File: src/rtl/branch_resolve_pkg.sv
// Shared definitions for the branch-resolution stage: branch opcodes, FSM states, widths.
package branch_resolve_pkg;

  parameter int unsigned DefaultDataW = 16;

  localparam logic [1:0] BR_BEQZ = 2'b00;
  localparam logic [1:0] BR_BNEZ = 2'b01;
  localparam logic [1:0] BR_BLTZ = 2'b10;
  localparam logic [1:0] BR_BGEZ = 2'b11;

  typedef enum logic [1:0] {
    StIdle     = 2'b00,
    StEval     = 2'b01,
    StRedirect = 2'b10
  } br_state_e;

endpackage

File: src/rtl/branch_resolve_br_cond.sv
// Combinational zero/sign condition evaluator; shared with the set-condition path.
module branch_resolve_br_cond
  import branch_resolve_pkg::*;
#(
  parameter int unsigned DataW = DefaultDataW
) (
  input  logic [1:0]       op_i,
  input  logic [DataW-1:0] val_i,
  output logic             taken_o
);

  logic is_zero;
  logic is_neg;

  assign is_zero = (val_i == '0);
  assign is_neg  = val_i[DataW-1];

  always_comb begin
    taken_o = 1'b0;
    unique case (op_i)
      BR_BEQZ: taken_o = is_zero;
      BR_BNEZ: taken_o = ~is_zero;
      BR_BLTZ: taken_o = is_neg;
      BR_BGEZ: taken_o = ~is_neg;
      default: taken_o = 1'b0;
    endcase
  end

endmodule

File: src/rtl/branch_resolve.sv
// Branch-resolution stage: captures a branch, evaluates it, and holds a fetch redirect until acked.
module branch_resolve
  import branch_resolve_pkg::*;
#(
  parameter int unsigned DataW = DefaultDataW
) (
  input  logic             clk_i,
  input  logic             rst_ni,
  input  logic             br_valid_i,
  output logic             br_ready_o,
  input  logic [1:0]       br_op_i,
  input  logic [DataW-1:0] rs_val_i,
  input  logic [DataW-1:0] pc_plus2_i,
  input  logic [DataW-1:0] imm_i,
  input  logic             flush_i,
  output logic             resolved_o,
  output logic             taken_o,
  output logic             redirect_valid_o,
  output logic [DataW-1:0] redirect_pc_o,
  input  logic             redirect_ack_i,
  output logic [15:0]      taken_count_o
);

  br_state_e        state_q, state_d;
  logic [1:0]       op_q, op_d;
  logic [DataW-1:0] rs_q, rs_d;
  logic [DataW-1:0] tgt_q, tgt_d;
  logic             resolved_q, resolved_d;
  logic             taken_q, taken_d;
  logic [15:0]      cnt_q, cnt_d;
  logic             cond_taken;

  branch_resolve_br_cond #(
    .DataW (DataW)
  ) u_br_cond (
    .op_i    (op_q),
    .val_i   (rs_q),
    .taken_o (cond_taken)
  );

  always_comb begin
    state_d    = state_q;
    op_d       = op_q;
    rs_d       = rs_q;
    tgt_d      = tgt_q;
    resolved_d = 1'b0;
    taken_d    = 1'b0;
    cnt_d      = cnt_q;
    unique case (state_q)
      StIdle: begin
        if (br_valid_i && !flush_i) begin
          op_d    = br_op_i;
          rs_d    = rs_val_i;
          tgt_d   = pc_plus2_i + imm_i;
          state_d = StEval;
        end
      end
      StEval: begin
        if (flush_i) begin
          state_d = StIdle;
        end else begin
          resolved_d = 1'b1;
          taken_d    = cond_taken;
          state_d    = cond_taken ? StRedirect : StIdle;
        end
      end
      StRedirect: begin
        // An ack coinciding with flush still counts: fetch already took the redirect.
        if (redirect_ack_i) begin
          if (cnt_q != 16'hFFFF) begin
            cnt_d = cnt_q + 16'd1;
          end
          state_d = StIdle;
        end else if (flush_i) begin
          state_d = StIdle;
        end
      end
      default: state_d = StIdle;
    endcase
  end

  always_ff @(posedge clk_i or negedge rst_ni) begin
    if (!rst_ni) begin
      state_q    <= StIdle;
      op_q       <= BR_BEQZ;
      rs_q       <= '0;
      tgt_q      <= '0;
      resolved_q <= 1'b0;
      taken_q    <= 1'b0;
      cnt_q      <= '0;
    end else begin
      state_q    <= state_d;
      op_q       <= op_d;
      rs_q       <= rs_d;
      tgt_q      <= tgt_d;
      resolved_q <= resolved_d;
      taken_q    <= taken_d;
      cnt_q      <= cnt_d;
    end
  end

  assign br_ready_o       = (state_q == StIdle);
  assign redirect_valid_o = (state_q == StRedirect);
  assign redirect_pc_o    = tgt_q;
  assign resolved_o       = resolved_q;
  assign taken_o          = taken_q;
  assign taken_count_o    = cnt_q;

endmodule

File: config.mk
export PLATFORM = sky130hd
export DESIGN_NAME = branch_resolve
export DESIGN_NICKNAME = d
export VERILOG_FILES = /design/src/rtl/branch_resolve_pkg.sv /design/src/rtl/branch_resolve_br_cond.sv /design/src/rtl/branch_resolve.sv
export SDC_FILE = /design/constraint.sdc
export NUM_CORES = 1
export LEC_CHECK = 0
export CAP_MARGIN = 25
export CORE_UTILIZATION = 47
export DETAILED_ROUTE_END_ITERATION = 7
export PLACE_DENSITY = 0.88
export SKIP_CTS_REPAIR_TIMING = 1
export SKIP_LAST_GASP = 1
export SLEW_MARGIN = 30
export SYNTH_ARGS = -nofsm -noshare
export SYNTH_HDL_FRONTEND = slang
export SYNTH_SLANG_ARGS = --single-unit
export TNS_END_PERCENT = 10
File: constraint.sdc
create_clock -name clk_i -period 2.1 [get_ports clk_i]
set_clock_uncertainty 0.15 [all_clocks]
set_input_delay 0.42 -clock clk_i [delete_from_list [all_inputs] [get_ports clk_i]]
set_output_delay 0.42 -clock clk_i [all_outputs]
set_load 0.05 [all_outputs]
==> metrics.txt <==
outcome complete, but fails checks; failing checks setup timing; yosys warns 0; Reg clk slew, reported paths 0.09 ns; Reg2Reg Setup Slack 0.20 ns; Reg-to-Reg End taken_count_o[15]; CP Launch Point imm_i[6]; CP max FO 5; clock sinks 54; crit start category primary input; First-pass DRT Iterations 4; height of the chip 80.7 µm; Area contributors post-synth dfrtp_1 46%, nand2_1 11%, ha_1 6.9%, xnor2_1 5.7%, a21oi_1 2.6%; CTS tree done; Max Slew Vio Count 0; Clk Latency, worst-skew pair 0.30 ns; initial core utilization 0.489; FF-to-FF Start state_q[0]; final worst slack -0.0368 ns; DP Area 0.00414 mm²; syn avg cell area 9.34 µm²; Site Rows 28; Primary FF master, synth dfrtp_1; EDFF count, synth 0; most frequent cells after synthesis 86 x nand2_1, 54 x dfrtp_1, 19 x xnor2_1; register area 0.00135 mm²; ant diodes 0; layout cells sized above 1 0.224; Slew HR 0.650; Layout Nets 513; overall die area 0.00652 mm²; post-DP HPWL 5600 µm; clock tree buffer depth 2; sequential fraction of the synthesis area 0.464; final design utilization 0.752; antenna violations before repair 0; worst reg2reg path depth 6; DP Worst Slack -0.592 ns; final hold violation count 0; io pins 91; vias in the first global route 2659; Distinct cells, synth 45; #FFs+latches synth 54; Max Fclk 468 MHz; Root Buffer clkbuf_8; fin crit period 2.14 ns; Peak VDD IR 459 µV; post-synthesis async set-or-reset flop share 1.00; WS Path Type in2reg; routed len/inst 15.3 µm; RSZ-0062 raised after global routing yes; Via density 5.40; total grt overflow 0; routed wire length 7890 µm; Final Total Pwr 3.24 mW; Overall Global Routing Usage 0.224; Worst Min Path Start pc_plus2_i[0]; Std-Cell Core Area 0.00596 mm²; Antenna Nets Post-Route 0; Syn-to-layout area delta 53.8%; Final period util 1.02; H-tree depth 2; Final Cell Area 0.00448 mm²; Worst Hold Class in2reg; Worst setup EP type flop; post-synth top area cell dfrtp_1; max cap viols 0; largest net degree at the start of global routing 35; DRC 0; Fillers 419; Worst Setup EP redirect_pc_o[14]; final setup violation count 4; Synth Cell Area 0.00291 mm²; Post-Synthesis Cells 312; global-route wire length before repair 11300 µm; GP Congestion 0.856; port buffer count 90; WP data arrival 2.18 ns; CP Data Required Time 2.14 ns; post-synth net total 384; detailed router's first-iteration violation count 74; via count 2784; Leak Pwr 2.18 nW; Hold Slack 0.296 ns; P per Cell Area 723 mW/mm²; Worst Tran Pin Value 0.523 ns; Multi-input gate area 0.00169 mm²; Die Wd 80.7 µm; top-count cell post-synth nand2_1; total CTS buffers 5; post-synth top area share 0.464
==> how the worst min path moves through the flow <==
stage	endpoint	slack (ns)	cells after the start
final	redirect_pc_o[0]	0.30	4
after global routing	redirect_pc_o[0]	0.30	4
after CTS	redirect_pc_o[7]	-0.07	1
after detailed placement	redirect_pc_o[13]	0.27	1
after global placement	redirect_pc_o[13]	0.25	1
after floorplan	op_q[0]	-0.03	0
==> area by class of cell <==
type,instances,area share
clock buffers,6,0.0162
inverters,10,0.00838
multi-input cells,239,0.377
clock inverters,1,0.00168
well taps,75,0.0209
flip-flops and latches,54,0.302
repair buffers,131,0.274
==> worst max-delay path: stages <==
cell             delay (ns)
clkdlybuf4s50_1        0.41
ha_1                   0.33
buf_4                  0.18
nand3_4                0.09
buf_4                  0.15
o41ai_4                0.36
xnor2_1                0.16
o21ai_1                0.07
==> logic make-up after synthesis <==
| family | Yosys count | share of synthesized area |
|---|---|---|
| and+or+nand+nor | 140 | 0.221 |
| adders and majority gates | 17 | 0.0756 |
| xor gates and xnor gates | 25 | 0.0752 |
| DFF | 54 | 0.464 |
| muxes | 2 | 0.00773 |
| buffers and inverters | 19 | 0.0249 |
| AOI/OAI and AO/OA | 55 | 0.132 |
==> sequential cells by signal (all words and copies together), names as in the netlist <==
signal         count
resolved_o         1
op_q               2
redirect_pc_o     16
state_q            2
rs_q              16
taken_count_o     16
taken_o            1
==> per-layer routing <==
| metal | track usage | wire length (µm) | vias up |
|---|---|---|---|
| met2 | 0.404 | 4310 | 98 |
| met4 | 0.0768 | 136 | 0 |
| li1 | - | - | 1325 |
| met1 | 0.267 | 3100 | 1349 |
| met3 | 0.0398 | 339 | 12 |
| met5 | 0 | 0 | - |
==> where the power goes <==
group	total (mW)	switching, mW	internal (mW)
clock	0.554	0.324	0.229
sequential	1.33	0.123	1.21
combinational	1.35	0.792	0.561
total	3.24	1.24	2.00
==> metrics by stage <==
step / TNS (ns) / std cells
final: -0.0655 / 516
after global routing: -0.473 / 516
after CTS: -0.946 / 510
after detailed placement: -4.26 / 503
after global placement: -3.40 / 503
after floorplan: 0 / 312
==> cell usage in the layout, fill, tap and decap left out, types with 5 or more instances in the layout <==
| cell | n |
|---|---|
| a21oi_1 | 10 |
| a21oi_2 | 5 |
| buf_4 | 53 |
| clkbuf_8 | 5 |
| clkdlybuf4s50_1 | 57 |
| dfrtp_1 | 54 |
| dlymetal6s2s_1 | 13 |
| ha_1 | 7 |
| ha_4 | 9 |
| inv_1 | 9 |
| nand2_1 | 86 |
| nand3_1 | 13 |
| nand4_1 | 8 |
| nor2_1 | 11 |
| o21ai_0 | 10 |
| o21ai_1 | 7 |
| xnor2_1 | 19 |
| xor2_1 | 6 |
(Power assumes the default switching activity.)
